### config.mk
export PLATFORM = sky130hd
export DESIGN_NAME = hazard_stall_unit_flat
export DESIGN_NICKNAME = d
export VERILOG_FILES = /design/src/rtl/hazard_stall_unit_pkg.sv /design/src/rtl/hazard_stall_unit_if.sv /design/src/rtl/hazard_stall_unit_sat_counter.sv /design/src/rtl/hazard_stall_unit.sv /design/src/flat_wrapper.sv
export SDC_FILE = /design/constraint.sdc
export NUM_CORES = 1
export LEC_CHECK = 0
export CAP_MARGIN = 25
export CORE_MARGIN = 3
export CORE_UTILIZATION = 54
export CTS_BUF_LIST = sky130_fd_sc_hd__clkbuf_16
export CTS_CLUSTER_SIZE = 14
export DETAILED_ROUTE_END_ITERATION = 8
export PLACE_DENSITY = 0.87
export SYNTH_ARGS = -nofsm -noshare
export SYNTH_HDL_FRONTEND = slang
export SYNTH_SLANG_ARGS = --single-unit
### constraint.sdc
create_clock -name clk -period 4.9 [get_ports clk]
set_clock_uncertainty 0.2 [all_clocks]
set_input_delay 0.98 -clock clk [delete_from_list [all_inputs] [get_ports clk]]
set_output_delay 0.98 -clock clk [all_outputs]
set_load 0.01 [all_outputs]
### src/rtl/hazard_stall_unit_pkg.sv
// Shared definitions for the pipeline hazard/stall unit: FSM state encoding,
// default parameter values and the load-use hazard detector.
package hazard_stall_unit_pkg;

    localparam int DEFAULT_MAX_WAIT = 255;
    localparam int DEFAULT_CNT_W    = 32;

    typedef enum logic [1:0] {
        RUN      = 2'd0,
        MEM_WAIT = 2'd1,
        HALT     = 2'd2
    } state_e;

    // A load in EX whose destination is read by the instruction in ID.
    // x0 is hard-wired to zero, so it never creates a dependency.
    function automatic logic load_use_hazard(
        input logic [4:0] rs1,
        input logic [4:0] rs2,
        input logic       rs2_used,
        input logic [4:0] rd,
        input logic       mem_read
    );
        return mem_read && (rd != 5'd0) &&
               ((rd == rs1) || (rs2_used && (rd == rs2)));
    endfunction

endpackage

### src/rtl/hazard_stall_unit_if.sv
// Pipeline-side bundle of the hazard/stall unit: stage operand/control
// inputs, stage-register enables, bubble/flush controls and status counters.
interface hazard_stall_unit_if
    import hazard_stall_unit_pkg::*;
#(
    parameter int CNT_W = DEFAULT_CNT_W
);

    logic [4:0]       Rs1_id;
    logic [4:0]       Rs2_id;
    logic             Rs2_used_id;
    logic [4:0]       Rd_ex;
    logic             MemRead_ex;
    logic             branch_taken_ex;
    logic             dmem_req;
    logic             dmem_ready;

    logic             PCWrite;
    logic             IFIDWrite;
    logic             IDEXWrite;
    logic             EXMEMWrite;
    logic             IDEX_bubble;
    logic             IFID_flush;
    logic             MEMWB_bubble;
    logic             mem_timeout;
    logic [CNT_W-1:0] lu_stall_cnt;
    logic [CNT_W-1:0] mem_stall_cnt;

    // Pipeline datapath side: supplies stage information, consumes controls.
    modport master (
        output Rs1_id, Rs2_id, Rs2_used_id, Rd_ex, MemRead_ex,
               branch_taken_ex, dmem_req, dmem_ready,
        input  PCWrite, IFIDWrite, IDEXWrite, EXMEMWrite,
               IDEX_bubble, IFID_flush, MEMWB_bubble,
               mem_timeout, lu_stall_cnt, mem_stall_cnt
    );

    // Hazard unit side.
    modport slave (
        input  Rs1_id, Rs2_id, Rs2_used_id, Rd_ex, MemRead_ex,
               branch_taken_ex, dmem_req, dmem_ready,
        output PCWrite, IFIDWrite, IDEXWrite, EXMEMWrite,
               IDEX_bubble, IFID_flush, MEMWB_bubble,
               mem_timeout, lu_stall_cnt, mem_stall_cnt
    );

endinterface

### src/rtl/hazard_stall_unit_sat_counter.sv
// Up-counter that sticks at all-ones instead of wrapping.
module sat_counter #(
    parameter int CNT_W = 32
) (
    input  logic             clk,
    input  logic             rst_n,
    input  logic             inc,
    output logic [CNT_W-1:0] count
);

    localparam logic [CNT_W-1:0] CNT_MAX = {CNT_W{1'b1}};
    localparam logic [CNT_W-1:0] CNT_ONE = CNT_W'(1);

    logic [CNT_W-1:0] count_r;

    // Advance on inc unless already saturated.
    always_ff @(posedge clk or negedge rst_n) begin
        if (!rst_n) begin
            count_r <= '0;
        end else if (inc && (count_r != CNT_MAX)) begin
            count_r <= count_r + CNT_ONE;
        end else begin
            count_r <= count_r;
        end
    end

    assign count = count_r;

endmodule

### src/rtl/hazard_stall_unit.sv
// Pipeline hazard/stall unit: load-use stall, taken-branch flush and a
// data-memory wait freeze with timeout. Stage controls are combinational so
// the pipeline reacts in the same cycle the condition is seen.
module hazard_stall_unit
    import hazard_stall_unit_pkg::*;
#(
    parameter int MAX_WAIT = DEFAULT_MAX_WAIT,
    parameter int CNT_W    = DEFAULT_CNT_W
) (
    input  logic               clk,
    input  logic               rst_n,
    hazard_stall_unit_if.slave bus
);

    localparam logic [1:0] S_RUN      = RUN;
    localparam logic [1:0] S_MEM_WAIT = MEM_WAIT;
    localparam logic [1:0] S_HALT     = HALT;

    localparam int                WAIT_W    = $clog2(MAX_WAIT + 1);
    localparam logic [WAIT_W-1:0] WAIT_LAST = WAIT_W'(MAX_WAIT - 1);
    localparam logic [WAIT_W-1:0] WAIT_ONE  = WAIT_W'(1);

    logic [1:0]        state_r;
    logic [1:0]        state_nxt_s;
    logic [WAIT_W-1:0] wait_cnt_r;
    logic [WAIT_W-1:0] wait_cnt_nxt_s;
    logic              mem_timeout_r;
    logic              mem_timeout_nxt_s;

    logic              hazard_s;
    logic              mem_miss_s;
    logic              freeze_s;
    logic              lu_inc_s;
    logic              mem_inc_s;

    logic              pc_write_s;
    logic              ifid_write_s;
    logic              idex_write_s;
    logic              exmem_write_s;
    logic              idex_bubble_s;
    logic              ifid_flush_s;
    logic              memwb_bubble_s;

    logic [CNT_W-1:0]  lu_cnt_s;
    logic [CNT_W-1:0]  mem_cnt_s;

    assign hazard_s   = load_use_hazard(bus.Rs1_id, bus.Rs2_id, bus.Rs2_used_id,
                                        bus.Rd_ex, bus.MemRead_ex);
    assign mem_miss_s = bus.dmem_req && !bus.dmem_ready;

    // Next state, wait-cycle count and sticky timeout.
    always_comb begin
        state_nxt_s       = state_r;
        wait_cnt_nxt_s    = wait_cnt_r;
        mem_timeout_nxt_s = mem_timeout_r;
        case (state_r)
            S_RUN: begin
                if (mem_miss_s) begin
                    state_nxt_s    = S_MEM_WAIT;
                    wait_cnt_nxt_s = '0;
                end else begin
                    state_nxt_s    = S_RUN;
                end
            end
            S_MEM_WAIT: begin
                if (bus.dmem_ready) begin
                    state_nxt_s = S_RUN;
                end else if (wait_cnt_r == WAIT_LAST) begin
                    // This increment brings the count to MAX_WAIT: give up.
                    state_nxt_s       = S_HALT;
                    wait_cnt_nxt_s    = wait_cnt_r + WAIT_ONE;
                    mem_timeout_nxt_s = 1'b1;
                end else begin
                    wait_cnt_nxt_s = wait_cnt_r + WAIT_ONE;
                end
            end
            S_HALT: begin
                state_nxt_s       = S_HALT;
                mem_timeout_nxt_s = 1'b1;
            end
            default: begin
                state_nxt_s    = S_RUN;
                wait_cnt_nxt_s = '0;
            end
        endcase
    end

    // Stage controls. A memory freeze dominates, then the branch flush, then
    // the load-use stall. Because a freeze holds every stage register, any
    // branch or hazard present at the time is simply re-evaluated once the
    // pipeline moves again.
    always_comb begin
        pc_write_s     = 1'b1;
        ifid_write_s   = 1'b1;
        idex_write_s   = 1'b1;
        exmem_write_s  = 1'b1;
        idex_bubble_s  = 1'b0;
        ifid_flush_s   = 1'b0;
        memwb_bubble_s = 1'b0;
        freeze_s       = 1'b0;
        lu_inc_s       = 1'b0;
        if (!rst_n) begin
            freeze_s = 1'b0;
        end else begin
            case (state_r)
                S_RUN:      freeze_s = mem_miss_s;
                S_MEM_WAIT: freeze_s = !bus.dmem_ready;
                S_HALT:     freeze_s = 1'b1;
                default:    freeze_s = 1'b0;
            endcase
            if (freeze_s) begin
                pc_write_s     = 1'b0;
                ifid_write_s   = 1'b0;
                idex_write_s   = 1'b0;
                exmem_write_s  = 1'b0;
                memwb_bubble_s = 1'b1;
            end else if (bus.branch_taken_ex) begin
                ifid_flush_s  = 1'b1;
                idex_bubble_s = 1'b1;
            end else if (hazard_s) begin
                pc_write_s    = 1'b0;
                ifid_write_s  = 1'b0;
                idex_bubble_s = 1'b1;
                lu_inc_s      = 1'b1;
            end else begin
                lu_inc_s = 1'b0;
            end
        end
    end

    assign mem_inc_s = freeze_s;

    // FSM state, wait counter and timeout flag.
    always_ff @(posedge clk or negedge rst_n) begin
        if (!rst_n) begin
            state_r       <= S_RUN;
            wait_cnt_r    <= '0;
            mem_timeout_r <= 1'b0;
        end else begin
            state_r       <= state_nxt_s;
            wait_cnt_r    <= wait_cnt_nxt_s;
            mem_timeout_r <= mem_timeout_nxt_s;
        end
    end

    sat_counter #(.CNT_W(CNT_W)) u_lu_cnt (
        .clk   (clk),
        .rst_n (rst_n),
        .inc   (lu_inc_s),
        .count (lu_cnt_s)
    );

    sat_counter #(.CNT_W(CNT_W)) u_mem_cnt (
        .clk   (clk),
        .rst_n (rst_n),
        .inc   (mem_inc_s),
        .count (mem_cnt_s)
    );

    assign bus.PCWrite       = pc_write_s;
    assign bus.IFIDWrite     = ifid_write_s;
    assign bus.IDEXWrite     = idex_write_s;
    assign bus.EXMEMWrite    = exmem_write_s;
    assign bus.IDEX_bubble   = idex_bubble_s;
    assign bus.IFID_flush    = ifid_flush_s;
    assign bus.MEMWB_bubble  = memwb_bubble_s;
    assign bus.mem_timeout   = mem_timeout_r;
    assign bus.lu_stall_cnt  = lu_cnt_s;
    assign bus.mem_stall_cnt = mem_cnt_s;

endmodule
### src/flat_wrapper.sv
// flat-port wrapper written by rule: the top's interface ports become plain ports
module hazard_stall_unit_flat import hazard_stall_unit_pkg::*;
#(
    parameter int MAX_WAIT = DEFAULT_MAX_WAIT,
    parameter int CNT_W    = DEFAULT_CNT_W
)
  (clk, rst_n, bus_Rs1_id, bus_Rs2_id, bus_Rs2_used_id, bus_Rd_ex, bus_MemRead_ex, bus_branch_taken_ex, bus_dmem_req, bus_dmem_ready, bus_PCWrite, bus_IFIDWrite, bus_IDEXWrite, bus_EXMEMWrite, bus_IDEX_bubble, bus_IFID_flush, bus_MEMWB_bubble, bus_mem_timeout, bus_lu_stall_cnt, bus_mem_stall_cnt);
  hazard_stall_unit_if #(.CNT_W(CNT_W)) bus_i ();
  input  logic clk;
  input  logic rst_n;
  input wire logic [$bits(bus_i.Rs1_id)-1:0] bus_Rs1_id;
  input wire logic [$bits(bus_i.Rs2_id)-1:0] bus_Rs2_id;
  input wire logic [$bits(bus_i.Rs2_used_id)-1:0] bus_Rs2_used_id;
  input wire logic [$bits(bus_i.Rd_ex)-1:0] bus_Rd_ex;
  input wire logic [$bits(bus_i.MemRead_ex)-1:0] bus_MemRead_ex;
  input wire logic [$bits(bus_i.branch_taken_ex)-1:0] bus_branch_taken_ex;
  input wire logic [$bits(bus_i.dmem_req)-1:0] bus_dmem_req;
  input wire logic [$bits(bus_i.dmem_ready)-1:0] bus_dmem_ready;
  output wire logic [$bits(bus_i.PCWrite)-1:0] bus_PCWrite;
  output wire logic [$bits(bus_i.IFIDWrite)-1:0] bus_IFIDWrite;
  output wire logic [$bits(bus_i.IDEXWrite)-1:0] bus_IDEXWrite;
  output wire logic [$bits(bus_i.EXMEMWrite)-1:0] bus_EXMEMWrite;
  output wire logic [$bits(bus_i.IDEX_bubble)-1:0] bus_IDEX_bubble;
  output wire logic [$bits(bus_i.IFID_flush)-1:0] bus_IFID_flush;
  output wire logic [$bits(bus_i.MEMWB_bubble)-1:0] bus_MEMWB_bubble;
  output wire logic [$bits(bus_i.mem_timeout)-1:0] bus_mem_timeout;
  output wire logic [$bits(bus_i.lu_stall_cnt)-1:0] bus_lu_stall_cnt;
  output wire logic [$bits(bus_i.mem_stall_cnt)-1:0] bus_mem_stall_cnt;
  assign bus_i.Rs1_id = bus_Rs1_id;
  assign bus_i.Rs2_id = bus_Rs2_id;
  assign bus_i.Rs2_used_id = bus_Rs2_used_id;
  assign bus_i.Rd_ex = bus_Rd_ex;
  assign bus_i.MemRead_ex = bus_MemRead_ex;
  assign bus_i.branch_taken_ex = bus_branch_taken_ex;
  assign bus_i.dmem_req = bus_dmem_req;
  assign bus_i.dmem_ready = bus_dmem_ready;
  assign bus_PCWrite = bus_i.PCWrite;
  assign bus_IFIDWrite = bus_i.IFIDWrite;
  assign bus_IDEXWrite = bus_i.IDEXWrite;
  assign bus_EXMEMWrite = bus_i.EXMEMWrite;
  assign bus_IDEX_bubble = bus_i.IDEX_bubble;
  assign bus_IFID_flush = bus_i.IFID_flush;
  assign bus_MEMWB_bubble = bus_i.MEMWB_bubble;
  assign bus_mem_timeout = bus_i.mem_timeout;
  assign bus_lu_stall_cnt = bus_i.lu_stall_cnt;
  assign bus_mem_stall_cnt = bus_i.mem_stall_cnt;
  hazard_stall_unit #(.MAX_WAIT(MAX_WAIT), .CNT_W(CNT_W)) u_core (.clk(clk), .rst_n(rst_n), .bus(bus_i));
endmodule
==> results of run 1 <==
[path summary, 6_finish.rpt]
| check | depth (start not counted) | endpoint |
|---|---|---|
| max in group asynchronous | 2 | u_core.u_lu_cnt.count[27]$_DFFE_PN0P_ |
| min reg2reg | 1 | u_core.bus.mem_timeout$_DFFE_PN0P_ |
| max reg2reg | 6 | u_core.u_lu_cnt.count[1]$_DFFE_PN0P_ |
| max | 7 | bus_PCWrite |
| min in group asynchronous | 1 | u_core.u_mem_cnt.count[26]$_DFFE_PN0P_ |
| min | 1 | u_core.bus.mem_timeout$_DFFE_PN0P_ |
[cells in the mapped netlist, drive strengths merged]
library cell | count | area, µm²
o22ai | 2 | 12.5
a21oi | 2 | 10.0
buf | 6 | 40.0
o311ai | 1 | 8.76
a2bb2oi | 1 | 8.76
nand2b | 4 | 25.0
and2 | 2 | 12.5
o21ai | 4 | 20.0
nor2b | 1 | 6.26
o31ai | 2 | 28.8
a2111oi | 1 | 8.76
or3b | 1 | 8.76
nor3 | 30 | 175
mux2 | 2 | 22.5
and3 | 5 | 31.3
nand3 | 30 | 150
nor4b | 3 | 38.8
nor2 | 35 | 144
inv | 16 | 60.1
or4 | 4 | 33.8
ha | 4 | 50.1
nor3b | 2 | 15.0
nor4 | 7 | 88.8
o21ba | 1 | 10.0
clkbuf | 2 | 7.51
xnor2 | 36 | 315
or2 | 4 | 25.0
dfrtp | 75 | 1880
and4 | 2 | 17.5
nand4 | 19 | 125
xor2 | 41 | 359
nand2 | 30 | 120
[state kept, by name (all words and copies together) (netlist names)]
signal                  cells
u_core.u_mem_cnt.count     32
u_core.state_r              2
u_core.wait_cnt_r           8
u_core.u_lu_cnt.count      32
u_core.bus.mem_timeout      1
[through the flow]
step	power, µW	utilization, %	cell area, µm²	hold WS [ns]	std cells
4_1_cts	1470	74.7	5130	0.278	574
6_report	1470	74.7	5130	0.279	574
5_1_grt	1520	74.7	5130	0.304	574
3_5_place_dp	896	70.9	4870	0.267	558
2_1_floorplan	777	-	3860	0.304	375
3_3_place_gp	886	70.9	4870	0.257	558
[kinds of logic (layout without fill, tap and decap cells)]
group / Yosys count / in the layout / synth area share [%]
adder cells (fa/ha/maj): 4 / 4 / 1.30
AO/OA/AOI/OAI: 14 / 14 / 2.79
buffers and inverters: 24 / 127 / 2.79
AND/OR/NAND/NOR: 179 / 179 / 26.4
flip-flops: 75 / 75 / 48.7
multiplexers: 2 / 2 / 0.584
XOR/XNOR: 77 / 77 / 17.5
[per-layer routing]
layer,GRT usage [%],vias to the layer above
met5,0,-
met4,8.80,0
met3,4.25,14
met2,38.2,101
met1,29.0,1566
li1,-,1497
[layout make-up]
class	instances	area, µm²
fillers	502	1740
well taps	96	120
clock inverters	7	36.3
repair buffers	95	943
flip-flops and latches	75	1880
inverters	16	60.1
clock buffers	9	225
multi-input cells	276	1870
[power groups by stage]
| stage | clock network (µW) | registers (µW) | logic, µW |
|---|---|---|---|
| after floorplan | 0 | 712 | 65.8 |
| after global placement | 0 | 704 | 182 |
| after detailed placement | 0 | 706 | 189 |
| after CTS | 584 | 696 | 192 |
| after global routing | 610 | 701 | 205 |
| final | 579 | 697 | 189 |
==> metrics.csv, run 1 <==
metric,value,unit
nNetsFinal,499,
mappedNetlistArea,3860,µm²
path_cells,clkdlybuf4s50_1 > or4_1 > o21ai_0 > nand2b_1 > nor2_1 > o21ai_0 > clkdlybuf4s50_1,
timing.rr.start,u_core.u_lu_cnt.count[6]$_DFFE_PN0P_,
setup_tns,0,ns
dieArea,8190,µm²
max-cap-violations,0,
p_clk_share,39.5,%
cts_root_buffer,clkbuf_16,
m1WireLength,3770,µm
pwr-share-seq,47.6,%
grt_usage,22.7,%
gp_congestion,0.795,
clk_path_buf_depth,2,
cts_buffers,9,
via_per_inst,5.54,
ir_drop,0.241,mV
critPathMaxStageDelay,0.59,ns
setup_viol,0,
grt_pass1_wl,15100,µm
period_needed,4.53,ns
worstPathRequired,3.72,ns
clk_latency,0.32,ns
status,completed,
wl_met2,4490,µm
ant_nets,0,
routed_wl,8850,µm
std_cell_rows,30,
critPathCaptureType,output port,
synth_seq_cells,75,
slew-limit-headroom,49.5,%
power_frac_comb,12.9,%
cts_setup_buffers,0,
top_layer_used,met4,
clock.fmax,0.221,GHz
rsz0062_at_grt,no,
post-dp-hpwl,6480,µm
n_antenna_cell,0,
dr.pass1.iters,4,
path_clk_slew,0.05,ns
dp_slack,0.401,ns
dr_total_vias,3178,
switchingPower,374,µW
pin_count,94,
yosysWarnings,0,
tightest_slew,0.755,ns
clock_sinks,75,
die_w,90.5,µm
cp_slowest_cell,clkdlybuf4s50_1,
final_common_cell,clkdlybuf4s50_1,
cts_tree,yes,
crit_fanout,3,
grt_pass1_vias,3167,
power_density,285,nW/µm²
arrival,3.35,ns
crit_start,bus_Rd_ex[0],
p_int,1090,µW
cellLeakagePower,0.00224,µW
crit_family,buffers and inverters,
cts_resized,0,
synth_fp_nets,401,
synth.avg_cell_area,10.3,µm²
fin_ws,0.367,ns
cp-start-kind,input port,
rrSetupSlack,2.17,ns
drv_slew,0,
ys_types,43,
drive_gt1_share,7.74,%
seq_area_frac_synth,48.7,%
hold_path_class,reg -> reg,
die_y,90.5,µm
min_period_over_period,92.5,%
io_buffers,93,
antenna_found_initial,0,
drt-initial-drc-count,177,
grt_max_degree,46,
overflow,0,
drt-wirelength-per-cell,15.4,µm
area_growth,33.1,%
cts_hold_buf,0,
synth_cells,375,
start_util,56.1,%
dr_wl_met3,443,µm
layout_common_cells,"clkdlybuf4s50_1, dfrtp_1, xor2_1, xnor2_1, nor2_1",
path_class,in -> out,
hp-start,u_core.bus.mem_timeout$_DFFE_PN0P_,
hold_viol,0,
coreArea,6870,µm²
htree_levels,3,
drc,0,
crit_buf_inv,2,
p_sw_share,25.5,%
(Power assumes the default switching activity.)
==> inputs of run 2 (changes only) <==
--- a/config.mk
+++ b/config.mk
@@ -11,6 +11,7 @@
 export CTS_BUF_LIST = sky130_fd_sc_hd__clkbuf_16
 export CTS_CLUSTER_SIZE = 14
 export DETAILED_ROUTE_END_ITERATION = 8
+export HOLD_SLACK_MARGIN = 0.1
 export PLACE_DENSITY = 0.87
 export SYNTH_ARGS = -nofsm -noshare
 export SYNTH_HDL_FRONTEND = slang
==> results of run 2 <==
The final DEF is identical to that of run 1; final timing and power are the same.
